**config.mk**
```make
export PLATFORM = sky130hd
export DESIGN_NAME = clb_array_cfg
export DESIGN_NICKNAME = d
export VERILOG_FILES = /design/src/rtl/clb_array_cfg.sv
export SDC_FILE = /design/constraint.sdc
export NUM_CORES = 1
export LEC_CHECK = 0
export BUFFER_PORTS_ARGS = -buffer_cell sky130_fd_sc_hd__buf_2
export CORE_MARGIN = 2
export CORE_UTILIZATION = 40
export DETAILED_ROUTE_END_ITERATION = 10
export PLACE_DENSITY = 0.64
export SYNTH_ARGS = -nofsm -noshare
export SYNTH_HDL_FRONTEND = slang
export SYNTH_SLANG_ARGS = --single-unit
```
**constraint.sdc**
```tcl
create_clock -name clk -period 1.93 [get_ports clk]
set_clock_uncertainty 0.1 [all_clocks]
set_input_delay 0.193 -clock clk [delete_from_list [all_inputs] [get_ports clk]]
set_output_delay 0.193 -clock clk [all_outputs]
set_load 0.02 [all_outputs]
```
**src/rtl/clb_array_cfg.sv**
```systemverilog
// Configurable logic block: N BLEs (K-input LUT + FF, 2-bit mode) loaded over a serial
// valid/ready config chain. Define CLB_CFG_READBACK_EN to expose the chain MSB on cfg_dout.
module clb_array_cfg #(
  parameter int K = 5,
  parameter int N = 4
) (
  input  logic           clk,
  input  logic           rst_n,
  input  logic           cfg_start,
  input  logic           cfg_valid,
  input  logic           cfg_din,
  output logic           cfg_ready,
  output logic           cfg_done,
  output logic           cfg_dout,
  input  logic           ce,
  input  logic [N*K-1:0] data_in,
  output logic [N-1:0]   data_out
);

  localparam int L  = 1 << K;
  localparam int B  = L + 2;
  localparam int T  = N * B;
  localparam int CW = $clog2(T + 1);

  typedef enum logic [1:0] {
    IDLE = 2'd0,
    LOAD = 2'd1,
    DONE = 2'd2
  } state_t;

  state_t        state_q, state_d;
  logic [T-1:0]  chain_q;
  logic [CW-1:0] cnt_q;
  logic          accept;
  logic          last_bit;

  // A start in the same cycle as a valid bit wins, so the bit is dropped.
  assign accept   = cfg_valid && (state_q == LOAD) && !cfg_start;
  assign last_bit = accept && (cnt_q == CW'(T - 1));

  always_comb begin
    // NOTE: default assignment first so no path leaves state_d unassigned (no latch).
    state_d = state_q;
    unique case (state_q)
      IDLE:    if (cfg_start) state_d = LOAD;
      LOAD:    if (last_bit)  state_d = DONE;
      DONE:    if (cfg_start) state_d = LOAD;
      default: state_d = IDLE;
    endcase
  end

  // NOTE: sequential state uses non-blocking assignments only, so every register
  // samples pre-edge values regardless of statement order.
  always_ff @(posedge clk or negedge rst_n) begin
    if (!rst_n) begin
      state_q <= IDLE;
      cnt_q   <= '0;
    end else begin
      state_q <= state_d;
      if (cfg_start)   cnt_q <= '0;
      else if (accept) cnt_q <= cnt_q + 1'b1;
    end
  end

  // NOTE: the chain is a plain shift register, not a memory, so it is reset to a known
  // all-zero bitstream; that also keeps readback of an unloaded block deterministic.
  always_ff @(posedge clk or negedge rst_n) begin
    if (!rst_n)      chain_q <= '0;
    else if (accept) chain_q <= {chain_q[T-2:0], cfg_din};
  end

  assign cfg_ready = (state_q == LOAD);
  assign cfg_done  = (state_q == DONE);

`ifdef CLB_CFG_READBACK_EN
  assign cfg_dout = chain_q[T-1];
`else
  assign cfg_dout = 1'b0;
`endif

  for (genvar i = 0; i < N; i++) begin : g_ble
    logic [1:0]   mode;
    logic [L-1:0] lut;
    logic         f;
    logic         ff_q;
    logic         out;

    assign mode = chain_q[i*B + B - 1 -: 2];
    assign lut  = chain_q[i*B +: L];
    assign f    = lut[data_in[i*K +: K]];

    // cfg_start always enters (or stays in) LOAD, and FFs only move in DONE.
    always_ff @(posedge clk or negedge rst_n) begin
      if (!rst_n) begin
        ff_q <= 1'b0;
      end else if (cfg_start) begin
        ff_q <= 1'b0;
      end else if (state_q == DONE) begin
        if (mode == 2'b01 || (mode == 2'b10 && ce)) ff_q <= f;
      end
    end

    always_comb begin
      out = 1'b0;
      if (state_q == DONE) begin
        unique case (mode)
          2'b00:   out = f;
          2'b01:   out = ff_q;
          2'b10:   out = ff_q;
          default: out = 1'b0;
        endcase
      end
    end

    assign data_out[i] = out;
  end

endmodule
```
# [After elaboration in Yosys (flattened, before gate mapping)]
# Index checks and enable logic that the tools add are counted.
[word_totals] regBits=150 inputBits=26 output_inout_bits=7 wordCells=91
[classes] add_sub_neg=1 magnitude_cmp=4 n_eq_ne=13 muxes=33 n_reduce_logical=33
[ops] op="5-bit by 6-bit less-than comparator with 1-bit output, second input constant" n=4
[ops] op="1-bit binary-select mux with 5-bit select" n=4
[ops] op="1-bit 2-to-1 mux" n=20
[ops] op="8-bit 2-to-1 mux" n=2
[ops] op="2-bit nonzero test" n=6
[ops] op="2-bit by 1-bit equality test with 1-bit output, second input constant" n=5
[ops] op="2-bit equality test, second input constant" n=5
[ops] op="2-bit logical NOT" n=5
[ops] op="2-bit AND reduction" n=5
[ops] op="2-bit OR reduction" n=5
[ops] op="8-bit by 1-bit adder with 8-bit output, second input constant" n=1
[ops] op="8-bit equality test, second input constant" n=1
[ops] op="1-bit one-hot mux with 2 select lines" n=4
[ops] op="1-bit logical AND" n=7
[ops] op="1-bit logical OR" n=4
[ops] op="2-bit 2-to-1 mux" n=2
[ops] op="2-bit by 1-bit inequality test with 1-bit output, second input constant" n=2
[ops] op="2-bit one-hot mux with 2 select lines" n=1
[ops] op="1-bit logical NOT" n=1

# [Depth between registers and ports, before layout]
# Gate-level depths: netlist (run 1).
[depth] ltp_word=6 mapped_depth=9 mapped_depth_nobuf=6

# [Worst setup path after synthesis (run 1)]
# OpenSTA, ideal clock, no wires.
[synth_timing] path_type="flip-flop to flip-flop" start="register state_q[1]" end="register chain_q[39]" setup_time_ns=0.125 t_arrival_ns=1.514 required_ns=1.705 setup_slack_ns=0.191 path_stages_with_launch=8 path_buffers=3 period_less_slack_ns=1.739 path_cell_list="dfrtp_1 -> nor2b_1 -> buf_2 -> nand2_4 -> nor2_8 -> buf_6 -> buf_6 -> mux2_2"
[synth_via] elab_chain_cells=3
[synth_lines] element="from (decl)" line_no="31" rtl="state_t state_q, state_d;"
[synth_lines] element="from (signal assigned)" line_no="59" rtl="state_q <= state_d;"
[synth_lines] element="2-bit by 1-bit equality test with 1-bit output"
[synth_lines] element="named net cfg_ready" line_no="12" rtl="output logic cfg_ready,"
[synth_lines] element="1-bit logical AND (2 in a row)" line_no="38" rtl="assign accept = cfg_valid && (state_q == LOAD) && !cfg_start;"
[synth_lines] element="to (signal assigned)" line_no="69" rtl="else if (accept) chain_q <= {chain_q[T-2:0], cfg_din};"
[synth_lines] element="to (decl)" line_no="32" rtl="logic [T-1:0] chain_q;"
# The timed path passes the listed nets, and every way through them passes these cells.
# A chain may end at the register's enable or synchronous reset.

# [Worst setup path after layout (run 1)]
[layout_timing] start="register chain_q[31]" end="output port data_out[0]"
[layout_via] elab_chain_cells=4
[layout_lines] element="1-bit binary-select mux with 5-bit select" line_no="90" rtl="assign f = lut[data_in[i*K +: K]];"
[layout_lines] element="1-bit 2-to-1 mux (not written as such)" line_no="90"
[layout_lines] element="1-bit one-hot mux with 2 select lines" line_no="106" rtl="unique case (mode)"
[layout_lines] element="1-bit 2-to-1 mux" line_no="105" rtl="if (state_q == DONE) begin"
[layout_lines] element="to (decl)" line_no="17" rtl="output logic [N-1:0] data_out"
# Every way passes these cells. The select of a mux whose other input is x is not followed.

==> flow_summary.json, run 1 <==
{
  "status": "finished with violations",
  "violations": "setup timing",
  "slowest_stage": "dfrtp_1",
  "yosysWarnings": 0,
  "clkSinkCount": 150,
  "seq_area_frac_synth": 0.509,
  "core_um2": 18000,
  "grt_pass1_wl_mm": 23.2,
  "power_density_nw_per_um2": 950,
  "die_h_um": 140,
  "synth_cells": 570,
  "synth_area_per_cell_um2": 12.9,
  "wl_per_cell_um": 15.1,
  "crit_chain": "mux2i_1 -> a22oi_1 -> nand4_1 -> a21oi_2 -> a311oi_2 -> o21ai_2 -> buf_6",
  "synth_compound_area_frac": 0.0635,
  "synthMuxAreaShare": 0.276,
  "die_w_um": 140,
  "clk_pin_slew_ns": 0.06,
  "synthAdderAreaFrac": 0.0289,
  "nNetsFinal": 682,
  "worstPathArrival_ns": 1.93,
  "fmax_mhz": 449,
  "portBuffers": 31,
  "path_class": "register to output port",
  "worstSkewPairLatency_ns": 0.42,
  "period_minus_slack_ns": 2.23,
  "synth_cell_types": 41,
  "placed_cell_area_um2": 7870,
  "synthXorXnorAreaFrac": 0.00832,
  "track_usage": 0.145,
  "setup_violations": 4,
  "cts_buffers": 17,
  "drtPass1Iterations": 5,
  "slew_violations": 0,
  "p_leak_nw": 4.21,
  "final_common_cell": "dfrtp_1",
  "holdCritPathClass": "input port to register",
  "ant_nets": 0,
  "routed_wl_mm": 13.3,
  "gr-total-overflow": 0,
  "h-tree-depth": 4,
  "synth_top_family_by_area": "multiplexers",
  "worstPathRequired_ns": 1.64,
  "drcViolationCount": 0,
  "via_per_inst": 5.16,
  "layout_common_cells": "dfrtp_1 (150), mux2_2 (123), mux2i_1 (59), buf_4 (42), nand2_1 (35)",
  "routabilityCongestion": 0.803,
  "cts_tree": "yes",
  "synth_seq_cells": 150,
  "synth_simple_gate_area_frac": 0.0701,
  "num_io_pins": 33,
  "final_layout_size_suffix_gt1_frac": 0.396,
  "setup_ws_ns": -0.295,
  "crit_buf_inv": 1,
  "fillers": 1590,
  "grt_pass1_vias": 4849,
  "start_util": 0.409,
  "first_iter_violations": 252,
  "syn_to_final_growth_pct": 18.9,
  "dp_hpwl_mm": 8.97,
  "hold_viol_final": 0,
  "cap_violations": 0,
  "antenna_found_initial": 0,
  "endpoint_kind": "output port",
  "finalInstanceArea_um2": 8760,
  "die_area_um2": 19500,
  "cts_root_buffer": "clkbuf_16",
  "peakVddDrop_v": 0.000596,
  "cp-start-kind": "register",
  "async_flop_share": 1.00,
  "synth_flop_cell": "dfrtp_1",
  "critical-path-max-stage-delay_ns": 0.40,
  "row_count": 49,
  "synth_fp_nets": 613,
  "rsz0062_at_grt": "true",
  "synth_edf_count": 0,
  "whs_ns": 0.0236,
  "synth_area_um2": 7370,
  "cts_buffer_depth": 2,
  "vias": 4550,
  "grt_max_degree": 54,
  "fin_crit_sh": 1.15,
  "crit_path_max_fanout": 3,
  "cp_top_family": "compound AO/OA/AOI/OAI gates",
  "antenna_cells": 0
}
-- synth_stat cells, drive strengths merged (4+ instances only) --
cell	instances	area share
ha	17	0.029
a21oi	12	0.0082
o211ai	4	0.0041
nand4b	5	0.0059
nor2	18	0.011
nand4	4	0.0034
inv	10	0.0051
dfrtp	150	0.51
nand2	36	0.019
o31ai	4	0.0041
xor2	6	0.0071
and2	4	0.0034
nand2b	4	0.0034
a311oi	4	0.0056
o21ai	16	0.011
a2111oi	5	0.0088
a211oi	4	0.0048
nor2b	14	0.012
mux2	128	0.20
a22oi	16	0.016
nand3	13	0.0088
mux2i	59	0.080
buf	30	0.038
-- per-layer routing --
layer  GRT usage  up-vias  wire (um)
met5           0        -          0
met2       0.237       59       6610
li1            -     2194          -
met3      0.0361       15        369
met1       0.189     2282       6140
met4      0.0521        0        197
-- power by group --
part	total, mW	internal [mW]	switching, mW
combinational	1.24	0.711	0.532
sequential	3.88	3.58	0.299
clock	3.20	1.93	1.26
total	8.32	6.23	2.09
-- repair_timing --
item | CTS | global route
gates resized for setup | 25 | 18
pin swaps | 20 | 20
buffers inserted | 4 | 6
hold buffers | 3 | 0
endpoints found under the hold margin | 152 | 0
setup endpoints to repair | 4 | 6
-- cell type report --
class / instances / area [um^2] / area share
timing repair buffer: 81 / 632 / 0.0721
tap: 229 / 287 / 0.0327
clock inverter: 12 / 129 / 0.0147
inverter: 10 / 37.5 / 0.00429
sequential: 150 / 3750 / 0.429
clock buffer: 20 / 447 / 0.0510
multi-input combinational: 379 / 3470 / 0.397
-- per-stage QoR --
stage          instances  setup WS [ns]  utilization  total power, mW  TNS [ns]
2_1_floorplan        570          0.191            -             4.69         0
3_3_place_gp         836         -0.433        0.437             5.03     -1.20
3_5_place_dp         836         -0.427        0.437             5.09     -1.41
4_1_cts              875         -0.368        0.477             8.37     -1.36
5_1_grt              881         -0.381        0.486             8.77     -1.49
6_report             881         -0.295        0.486             8.32     -1.03
-- final timing paths --
| path | from | end | slack [ns] | cells after the start |
|---|---|---|---|---|
| min | cfg_start | cnt_q[0]$_DFFE_PN0P_ | 0.02 | 2 |
| max reg2reg | chain_q[31]$_DFFE_PN0P_ | g_ble[0].ff_q$_DFFE_PN0P_ | 0.02 | 9 |
| max in group asynchronous | rst_n | chain_q[88]$_DFFE_PN0P_ | 0.99 | 3 |
| min reg2reg | state_q[0]$_DFFE_PN0P_ | state_q[0]$_DFFE_PN0P_ | 0.41 | 1 |
| max | chain_q[31]$_DFFE_PN0P_ | data_out[0] | -0.30 | 7 |
| min in group asynchronous | rst_n | chain_q[119]$_DFFE_PN0P_ | 0.06 | 2 |
-- cell families after synthesis --
logic type	count (synthesis)
xor+xnor	7
flops	150
other cells	1
simple gates	101
mux	187
compound gates	66
fa+ha+maj	17
buf+inv	41
-- state kept, by name, summed over array words and instances, names as in the netlist --
signal / flops
chain_q: 136
cnt_q: 8
g_ble.ff_q: 4
state_q: 2
Note: power is estimated with default switching activity, not from simulation.
==> inputs of run 2 (changes only) <==
--- a/config.mk
+++ b/config.mk
@@ -9,6 +9,7 @@
 export CORE_MARGIN = 2
 export CORE_UTILIZATION = 40
 export DETAILED_ROUTE_END_ITERATION = 10
+export MAX_ROUTING_LAYER = met4
 export PLACE_DENSITY = 0.64
 export SYNTH_ARGS = -nofsm -noshare
 export SYNTH_HDL_FRONTEND = slang
==> flow_summary.json, run 2 (same netlist as run 1, synthesis figures left out) <==
{
  "status": "finished with violations",
  "violations": "setup timing",
  "worstPathRequired_ns": 1.64,
  "cp-start-kind": "register",
  "worstRegToRegCells": 9,
  "start_util": 0.409,
  "cts_tree": "yes",
  "drcViolationCount": 0,
  "core_um2": 18000,
  "slew_violations": 0,
  "clk_pin_slew_ns": 0.06,
  "regToRegEndpoint": "g_ble[0].ff_q$_DFFE_PN0P_",
  "via_per_inst": 5.17,
  "path_class": "register to output port",
  "setup_ws_ns": -0.293,
  "first_iter_violations": 261,
  "cp.depth": 7,
  "endpoint_kind": "output port",
  "vias": 4558,
  "fillers": 1590,
  "grt_pass1_vias": 4847,
  "place_ws_ns": -0.427,
  "p_leak_nw": 4.21,
  "fin_crit_sh": 1.15,
  "layout_common_cells": "dfrtp_1 (150), mux2_2 (123), mux2i_1 (59), buf_4 (42), nand2_1 (35)",
  "routed_wl_mm": 13.4,
  "seqCellArea_um2": 3750,
  "peakVddDrop_v": 0.000595,
  "holdCritPathClass": "input port to register",
  "rsz0062_at_grt": "true",
  "cts_buffers": 17,
  "gr-total-overflow": 0,
  "top_regs": "chain_q: 136 flops, cnt_q: 8 flops, g_ble.ff_q: 4 flops",
  "cp_top_family": "compound AO/OA/AOI/OAI gates",
  "largest_reg_flops": 136,
  "num_io_pins": 33,
  "multi_input_area_um2": 3470,
  "ant_nets": 0,
  "routabilityCongestion": 0.815,
  "wl_per_cell_um": 15.2,
  "hp-start": "cfg_start",
  "regMostFlops": "chain_q",
  "cap_violations": 0,
  "r2r_setup_slack_ns": 0.02,
  "power_density_nw_per_um2": 950,
  "nNetsFinal": 682,
  "setup_violations": 4,
  "fmax_mhz": 450,
  "antenna_found_initial": 0,
  "clkSinkCount": 150,
  "h-tree-depth": 4,
  "final_common_cell": "dfrtp_1",
  "hold_viol_final": 0,
  "crit_chain": "mux2i_1 -> a22oi_1 -> nand4_1 -> a21oi_2 -> a311oi_2 -> o21ai_2 -> buf_6",
  "period_minus_slack_ns": 2.22,
  "portBuffers": 31,
  "cts_root_buffer": "clkbuf_16",
  "crit_end": "data_out[0]",
  "grt_max_degree": 54,
  "slowest_stage": "dfrtp_1",
  "whs_path_depth": 2,
  "grt_pass1_wl_mm": 23.2,
  "crit_path_max_fanout": 3,
  "drtPass1Iterations": 4,
  "track_usage": 0.150,
  "worstPathArrival_ns": 1.93,
  "busiest_layer": "met2",
  "dp_hpwl_mm": 8.97,
  "antenna_cells": 0,
  "tns_ns": -1.03,
  "die_h_um": 140,
  "row_count": 49,
  "startpoint": "chain_q[31]$_DFFE_PN0P_",
  "grtUsageMet3": 0.0396,
  "syn_to_final_growth_pct": 18.9,
  "grtUsageMet2": 0.237,
  "grt_use_met1": 0.189,
  "cts_buffer_depth": 2,
  "worstSkewPairLatency_ns": 0.42,
  "reg2reg_from": "chain_q[31]$_DFFE_PN0P_",
  "crit_buf_inv": 1,
  "final_layout_size_suffix_gt1_frac": 0.396,
  "critical-path-max-stage-delay_ns": 0.40,
  "die_area_um2": 19500,
  "die_w_um": 140
}
run 2: what timing repair did:
action / in CTS / in global routing
pin swaps: 20 / 20
hold endpoints to repair: 152 / 0
hold buffers: 3 / 0
setup endpoints to repair: 4 / 6
gates resized for setup: 25 / 18
setup buffers: 4 / 6
run 2: stage by stage:
stage / total power [mW] / util / hold slack [ns] / instance area (um^2) / cells
floorplan: 4.69 / - / -0.203 / 7370 / 570
global placement: 5.03 / 0.437 / -0.0740 / 7870 / 836
detailed placement: 5.09 / 0.437 / -0.0716 / 7870 / 836
CTS: 8.37 / 0.477 / 0.0174 / 8600 / 875
global route: 8.78 / 0.486 / 0.0277 / 8760 / 881
finish: 8.33 / 0.486 / 0.0229 / 8760 / 881
run 2: metal layers:
layer / share of wire / wire length, um / vias to the layer above
met5: 0 / 0 / -
met4: 0.012 / 166 / 0
met3: 0.026 / 346 / 13
met2: 0.49 / 6580 / 50
met1: 0.47 / 6290 / 2300
li1: - / - / 2195
run 2: power by group:
group | switching (mW) | internal, mW
clock network | 1.27 | 1.93
logic | 0.533 | 0.711
registers | 0.300 | 3.58
total | 2.10 | 6.23
run 2: cell type report:
type | count | area share
clock buffer | 20 | 0.0510
clock inverter | 12 | 0.0147
inverter | 10 | 0.00429
multi-input combinational | 379 | 0.397
sequential | 150 | 0.429
tap | 229 | 0.0327
timing repair buffer | 81 | 0.0721
run 2: worst min-delay path by stage:
stage / endpoint
6_report: cnt_q[0]$_DFFE_PN0P_
5_1_grt: cnt_q[0]$_DFFE_PN0P_
4_1_cts: cnt_q[0]$_DFFE_PN0P_
3_5_place_dp: chain_q[116]$_DFFE_PN0P_
3_3_place_gp: chain_q[117]$_DFFE_PN0P_
2_1_floorplan: chain_q[0]$_DFFE_PN0P_
